### config.mk
export PLATFORM = sky130hd
export DESIGN_NAME = servo_sweep_scheduler
export DESIGN_NICKNAME = d
export VERILOG_FILES = /design/src/rtl/servo_sweep_scheduler_pkg.sv /design/src/rtl/servo_sweep_scheduler_sweep_index_counter.sv /design/src/rtl/servo_sweep_scheduler.sv
export SDC_FILE = /design/constraint.sdc
export NUM_CORES = 1
export LEC_CHECK = 0
export BUFFER_PORTS_ARGS = -buffer_cell sky130_fd_sc_hd__buf_2
export CORE_AREA = 2 2 72 74
export DETAILED_ROUTE_END_ITERATION = 8
export DIE_AREA = 0 0 74 76
export PLACE_DENSITY = 0.77
export SLEW_MARGIN = 20
export SYNTH_ARGS = -nofsm -noshare
export SYNTH_HDL_FRONTEND = slang
export SYNTH_HIERARCHICAL = 1
export SYNTH_SLANG_ARGS = --single-unit
### constraint.sdc
create_clock -name clock -period 2.3 [get_ports clock]
set_clock_uncertainty 0.1 [all_clocks]
set_input_delay 0 -clock clock [delete_from_list [all_inputs] [get_ports clock]]
set_output_delay 0 -clock clock [all_outputs]
set_load 0.03 [all_outputs]
### src/rtl/servo_sweep_scheduler_pkg.sv
// Shared types, timing defaults and the step-index to servo-position map
// for the radar sweep scheduler.
package servo_sweep_pkg;

  localparam int unsigned DEF_POS_W          = 3;
  localparam int unsigned DEF_SETTLE_CYCLES  = 50_000_000;
  localparam int unsigned DEF_TIMEOUT_CYCLES = 5_000_000;
  localparam int unsigned DEF_TMR_W          = 26;

  typedef enum logic [3:0] {
    ST_IDLE           = 4'd0,
    ST_POSICIONA      = 4'd1,
    ST_ESPERA         = 4'd2,
    ST_MEDE           = 4'd3,
    ST_AGUARDA_MEDIDA = 4'd4,
    ST_TIMEOUT        = 4'd5,
    ST_TRANSMITE      = 4'd6,
    ST_AGUARDA_ENVIO  = 4'd7,
    ST_PROXIMO        = 4'd8
  } estado_t;

  // Triangular sweep: rises 0..pico, then falls back towards 1.
  function automatic int unsigned pos_map(input int unsigned idx, input int unsigned pos_w);
    int unsigned pico;
    pico = (32'd1 << pos_w) - 32'd1;
    return (idx <= pico) ? idx : (2 * pico) - idx;
  endfunction

endpackage

### src/rtl/servo_sweep_scheduler_sweep_index_counter.sv
// Mod-N_POS step counter for the sweep, with wrap flag and the mapped
// servo position of the current step.
module sweep_index_counter
  import servo_sweep_pkg::*;
#(
  parameter int unsigned POS_W = DEF_POS_W
) (
  input  logic             clock,
  input  logic             zera_as_n,
  input  logic             avanca,
  output logic             wrap,
  output logic [POS_W-1:0] posicao_mapa
);

  localparam int unsigned N_POS = 2 * ((1 << POS_W) - 1);

  // N_POS < 2^(POS_W+1), so one extra bit always holds the index.
  logic [POS_W:0] idx;

  assign wrap         = (idx == (POS_W + 1)'(N_POS - 1));
  assign posicao_mapa = POS_W'(pos_map(32'(idx), POS_W));

  always_ff @(posedge clock or negedge zera_as_n) begin
    if (!zera_as_n) begin
      idx <= '0;
    end else if (avanca) begin
      idx <= wrap ? '0 : idx + 1'b1;
    end
  end

endmodule

### src/rtl/servo_sweep_scheduler.sv
// Sweep sequencer: position servo, settle, measure (with timeout), transmit
// the result, advance to the next position of the triangular sweep.
module servo_sweep_scheduler
  import servo_sweep_pkg::*;
#(
  parameter int unsigned POS_W          = DEF_POS_W,
  parameter int unsigned SETTLE_CYCLES  = DEF_SETTLE_CYCLES,
  parameter int unsigned TIMEOUT_CYCLES = DEF_TIMEOUT_CYCLES,
  parameter int unsigned TMR_W          = DEF_TMR_W
) (
  input  logic             clock,
  input  logic             zera_as_n,
  input  logic             ligar,
  input  logic             medida_pronto,
  input  logic             envio_pronto,
  output logic [POS_W-1:0] posicao,
  output logic             medir,
  output logic             transmitir,
  output logic             erro_timeout,
  output logic             fim_varredura,
  output logic [3:0]       db_estado
);

  localparam logic [TMR_W-1:0] SETTLE_FIM  = TMR_W'(SETTLE_CYCLES - 1);
  localparam logic [TMR_W-1:0] TIMEOUT_FIM = TMR_W'(TIMEOUT_CYCLES - 1);

  estado_t          estado, estado_prox;
  logic [TMR_W-1:0] timer;
  logic             avanca;
  logic             wrap;
  logic [POS_W-1:0] posicao_mapa;

  sweep_index_counter #(.POS_W(POS_W)) u_index (
    .clock        (clock),
    .zera_as_n    (zera_as_n),
    .avanca       (avanca),
    .wrap         (wrap),
    .posicao_mapa (posicao_mapa)
  );

  always_ff @(posedge clock or negedge zera_as_n) begin
    if (!zera_as_n) estado <= ST_IDLE;
    else            estado <= estado_prox;
  end

  always_comb begin
    estado_prox   = estado;
    medir         = 1'b0;
    transmitir    = 1'b0;
    erro_timeout  = 1'b0;
    fim_varredura = 1'b0;
    avanca        = 1'b0;
    case (estado)
      ST_IDLE:           if (ligar) estado_prox = ST_POSICIONA;
      ST_POSICIONA:      estado_prox = ST_ESPERA;
      ST_ESPERA:         if (timer == SETTLE_FIM) estado_prox = ST_MEDE;
      ST_MEDE: begin
        medir       = 1'b1;
        estado_prox = ST_AGUARDA_MEDIDA;
      end
      // A result arriving on the last timeout cycle still counts.
      ST_AGUARDA_MEDIDA: begin
        if (medida_pronto)             estado_prox = ST_TRANSMITE;
        else if (timer == TIMEOUT_FIM) estado_prox = ST_TIMEOUT;
      end
      ST_TIMEOUT: begin
        erro_timeout = 1'b1;
        estado_prox  = ST_PROXIMO;
      end
      ST_TRANSMITE: begin
        transmitir  = 1'b1;
        estado_prox = ST_AGUARDA_ENVIO;
      end
      ST_AGUARDA_ENVIO:  if (envio_pronto) estado_prox = ST_PROXIMO;
      ST_PROXIMO: begin
        avanca        = 1'b1;
        fim_varredura = wrap;
        estado_prox   = ligar ? ST_POSICIONA : ST_IDLE;
      end
      default:           estado_prox = ST_IDLE;
    endcase
  end

  always_ff @(posedge clock or negedge zera_as_n) begin
    if (!zera_as_n) begin
      timer <= '0;
    end else begin
      case (estado)
        ST_POSICIONA, ST_MEDE: timer <= '0;
        ST_ESPERA:             timer <= timer + 1'b1;
        ST_AGUARDA_MEDIDA:     if (!medida_pronto && timer != TIMEOUT_FIM) timer <= timer + 1'b1;
        default:               timer <= timer;
      endcase
    end
  end

  always_ff @(posedge clock or negedge zera_as_n) begin
    if (!zera_as_n)                posicao <= '0;
    else if (estado == ST_POSICIONA) posicao <= posicao_mapa;
  end

  assign db_estado = estado;

endmodule

# After elaboration in Yosys (flattened, before gate mapping)
# Index checks and enable logic that the tools add are counted.
# op_classes
mux,16
n_addsub,3
reduce_logical,7
magnitude_cmp,1
eq_ne,17
# op_table
op,n
one-hot mux 26 bit (3 select lines),1
one-hot mux 4 bit (9 select lines),1
adder 26 x 1 -> 26 bit (second input constant),1
== test 26 x 23 -> 1 bit (second input constant),1
== test 26 bit (second input constant),1
two-way mux 26 bit,1
inequality test 26 x 23 -> 1 bit (second input constant),1
two-way mux 4 bit,6
== test 4 x 3 -> 1 bit (second input constant),4
== test 4 x 2 -> 1 bit (second input constant),2
== test 4 bit (second input constant),2
inequality test 2 bit (second input constant),4
two-way mux 1 bit,6
adder 4 x 1 -> 4 bit (second input constant),1
== test 4 x 1 -> 1 bit (second input constant),1
less-or-equal comparator 4 x 3 -> 1 bit (second input constant),1
zero test 4 bit,1
AND reduction 4 bit,1
two-way mux 3 bit,1
inequality test 3 bit (second input constant),1
nonzero test 3 bit,1
subtractor 3 bit (first input constant),1
AND reduction 2 bit,1
OR reduction 2 bit,1
other kinds (2),2
# word_totals
register_bits,37

# Longest topological paths before layout
# logic_depth
word_depth,4
ltp_mapped,7
mapped_depth_nobuf,6

# By module
# The synthesis kept the hierarchy.
# by_module_without_submodules
module,cells_each,area_each_um2,n_inst
servo_sweep_scheduler,242,2098.3,1
sweep_index_counter,27,257.7,1

# Worst setup path before layout
# Ideal clock, no wire load.
# synth_path
path_kind,register -> register
startpoint,"register estado[3], in the netlist db_estado[3]"
endpoint,register u_index.idx[3]
path_stages_with_launch,6
path_slack_ns,0.151
t_arrival_ns,1.920
t_required_ns,2.071
path_buffers,1
cell_sequence,dfrtp_1 > clkbuf_1 > nor4b_1 > nand2_1 > o21ai_0 > o41ai_1
# synth_via
elab_chain_cells,2
# synth_lines
item,line_no,source
start: declaration,servo_sweep_scheduler.sv:27,"estado_t estado, estado_prox;"
start signal: assignment,servo_sweep_scheduler.sv:43,else estado <= estado_prox;
== test 4 bit,servo_sweep_scheduler.sv:53,case (estado)
two-way mux 1 bit,servo_sweep_scheduler.sv:53,
named net avanca,servo_sweep_scheduler.sv:29,logic avanca;
end signal: assignment,servo_sweep_scheduler_sweep_index_counter.sv:27,idx <= wrap ? '0 : idx + 1'b1;
end: declaration,servo_sweep_scheduler_sweep_index_counter.sv:18,logic [POS_W:0] idx;
# The timed path passes the listed nets, and every way through them passes these cells.
# A chain may end at the register's enable or synchronous reset.

# Worst setup path in the final report
# layout_path
startpoint,register timer[0]
endpoint,"register estado[1], in the netlist db_estado[1]"
# layout_via
elab_chain_cells,3
elab_cells_between_ends,5
classes_between,eq/ne: 4; reduce/logical: 1
# layout_lines
item,line_no,source
start: declaration,servo_sweep_scheduler.sv:28,logic [TMR_W-1:0] timer;
start signal: assignment,servo_sweep_scheduler.sv:90,ST_ESPERA: timer <= timer + 1'b1;
start signal: assignment,servo_sweep_scheduler.sv:91,ST_AGUARDA_MEDIDA: if (!medida_pronto && timer != TIMEOUT_FIM) timer <= timer + 1'b1;
start signal: assignment,servo_sweep_scheduler.sv:92,default: timer <= timer;
== test 26 x 23 -> 1 bit or == test 26 bit (tied branches),"servo_sweep_scheduler.sv:64, servo_sweep_scheduler.sv:56",
inequality test 3 bit (no source line) or inequality test 2 bit (tied branches),n/a,
AND reduction 4 bit (no source line) (*),n/a,
# Every way passes the cells marked *; elsewhere a longest branch is shown, timed or not.

==> results.yml <==
layout:
  fin_nets: 300
  final_cell_mix: "dfrtp_1, nor2_1, nand3_1, inv_1, o21ai_0"
  design_area_mm2: 0.002678
  final_common_cell: "dfrtp_1"
  n_antenna_cell: 0
  fillCellCount: 456
  final_layout_size_suffix_gt1_share_pct: 17.12
  syn2layout_area_growth_pct: 13.65
sta:
  layout_min_cycle_time_ns: 2.066
  finalSetupTns_ns: 0
  tightestPinTransition_ns: 0.8653
  holdWs_ns: 0.1081
  rsz0062_at_grt: "false"
  drv_slew: 0
  final.setup.worst_slack_ns: 0.2338
  finalSetupViolations: 0
  min_period_over_period_pct: 89.83
  hold_viol: 0
  slew_headroom_pct: 42.31
  max_freq_ghz: 0.4840
setup_path:
  worstPathArrival_ns: 2.13
  startpoint_type: "register"
  worstSetupEndpointType: "register"
  crit_fanout: 5
  reg2reg_slack_ns: 0.23
  cp.required_ns: 2.36
  worstSetupPathType: "reg -> reg"
global_routing:
  grt_max_degree: 38
  grt_overflow: 0
  track_usage_pct: 21.46
  grt_pass1_vias: 2124
  grt_antenna_before_repair: 0
  grt_pass1_wl_mm: 9.680
routing:
  drtIter0Drc: 243
  drtPass1Iterations: 5
  vias: 2200
  route.antenna.remaining_nets: 0
  wl_per_cell_um: 15.79
  vias_per_cell: 6.077
  postRouteWirelength_mm: 5.716
  drc: 0
die:
  die_h_um: 76
  die_x_um: 74
  start_util_pct: 47.96
  io-pin-count: 16
  fp.coreArea_mm2: 0.004912
  core.rowCount: 26
  die_area_mm2: 0.005624
place:
  gp_congestion: 0.8479
  dp_slack_ns: 0.2341
  io_buffers: 15
  hpwl_mm: 3.884
  place_area_mm2: 0.002541
clock_network:
  cts_sinks: 37
  clk_latency_ns: 0.29
  cts_tree: "done"
  cts_made_buffers: 5
  path_clk_slew_ns: 0.07
  cts_setup_buffers: 0
  cts_root_buf: "clkbuf_8"
  clock_path_buffers: 2
  htreeDepth: 2
worst_hold_path:
  hold_class: "in -> reg"
synthesis:
  async_reset_ff_share_pct: 100.0
  synthFlopType: "dfrtp_1"
  yosysSeqAreaShare_pct: 39.30
  netlist_area_mm2: 0.002356
  synth_nets: 278
  yosys_warnings: 6
  synthCells: 269
  ys_ff_latch: 37
  syn_area_per_cell_um2: 8.758
  synth_edf_count: 0
  synth.distinct_cells: 56
pwr:
  max-vdd-ir-drop_mv: 0.6332
  p_leak_nw: 1.087
  power_density_mw_per_mm2: 1087
flow_run:
  maxCapViolCount: 0
run_status:
  outcome: "completed"
Yosys cell counts, types with 2 or more instances:
library cell | instances | area share, %
a211oi_1 | 3 | 0.96
a21o_1 | 3 | 0.96
a21oi_1 | 14 | 3.0
a221oi_1 | 6 | 2.2
a31oi_1 | 5 | 1.3
and2_1 | 3 | 0.80
and3_1 | 2 | 0.53
buf_4 | 5 | 1.6
buf_6 | 2 | 0.96
clkbuf_1 | 7 | 1.1
dfrtp_1 | 37 | 39
ha_1 | 4 | 2.1
inv_1 | 16 | 2.5
mux2_2 | 3 | 1.4
nand2_1 | 15 | 2.4
nand2b_1 | 5 | 1.3
nand3_1 | 17 | 3.6
nand4_1 | 13 | 3.5
nand4b_1 | 3 | 1.1
nor2_1 | 20 | 3.2
nor3_1 | 9 | 1.9
nor4_1 | 5 | 1.3
nor4b_1 | 2 | 0.74
nor4bb_1 | 2 | 0.85
o21ai_0 | 16 | 3.4
o21ai_1 | 3 | 0.64
o22ai_1 | 11 | 2.9
o31ai_1 | 7 | 2.2
o41ai_1 | 3 | 1.1
or3_1 | 2 | 0.53
through the flow:
| step | util (%) | power (mW) | instances |
|---|---|---|---|
| 5_1_grt | 54.51 | 3.101 | 362 |
| 3_5_place_dp | 51.73 | 2.310 | 352 |
| 2_1_floorplan | - | 1.967 | 269 |
| 6_report | 54.51 | 2.909 | 362 |
| 3_3_place_gp | 51.73 | 2.278 | 352 |
| 4_1_cts | 54.51 | 2.906 | 362 |
power by group:
group          leakage, nW  switching (mW)  internal [mW]  total (mW)
logic                0.524           0.938          0.541        1.48
registers            0.505          0.0949          0.747       0.842
clock network       0.0585           0.236          0.354       0.589
total                 1.09            1.27           1.64        2.91
flip-flops by register name, summed over array words and instances (netlist names):
| signal | flops |
|---|---|
| timer | 26 |
| db_estado | 4 |
| u_index/idx | 4 |
| posicao | 3 |
path summary, 6_finish.rpt:
check | cells past startpoint | start | endpoint
setup reg to reg | 6 | timer[0]$_DFFE_PN0P_ | db_estado[1]$_DFFE_PN0P_
max in group asynchronous | 2 | zera_as_n | db_estado[2]$_DFFE_PN0P_
hold / removal | 4 | ligar | db_estado[0]$_DFFE_PN0P_
hold reg to reg | 1 | posicao[0]$_DFFE_PN0P_ | posicao[0]$_DFFE_PN0P_
min in group asynchronous | 2 | zera_as_n | timer[13]$_DFFE_PN0P_
setup / recovery | 6 | timer[0]$_DFFE_PN0P_ | db_estado[1]$_DFFE_PN0P_
cells by family after synthesis:
kind of cell	count (synthesis)	share of synthesized area, %
adder cells (fa/ha/maj)	4	2.124
multiplexers	4	1.859
AND/OR/NAND/NOR	110	26.82
XOR/XNOR	2	0.7436
flip-flops	37	39.30
AO/OA/AOI/OAI	80	22.57
buffers and inverters	32	6.585
timing repair:
action                    in CTS  in global routing
hold endpoints to repair      40                  0
hold buffers                   2                  0
resized for setup              0                  0
critical path, stage by stage, from the launching register on:
cell     delay [ns]
dfrtp_1        0.40
ha_1           0.23
and3_1         0.24
nand4_1        0.20
or3_1          0.43
a21oi_1        0.21
o21ai_0        0.13
per-layer routing:
metal / track usage [%] / vias up / share of wire (%)
met5: 0 / - / 0
li1: - / 1057 / -
met2: 33.39 / 61 / 48
met1: 29.09 / 1074 / 46
met4: 7.273 / 0 / 1.4
met3: 5.026 / 8 / 5.1
final cells by class:
cell class                      count  area (um^2)  area share, %
Clock buffer                        7        86.33          3.224
Timing Repair Buffer               31        212.7          7.944
Tap cell                           70        87.58          3.271
Multi-Input combinational cell    200         1275          47.62
Clock inverter                      1        30.03          1.121
Sequential cell                    37        925.9          34.58
Inverter                           16        60.06          2.243
Power figures use the tool's default switching activity.
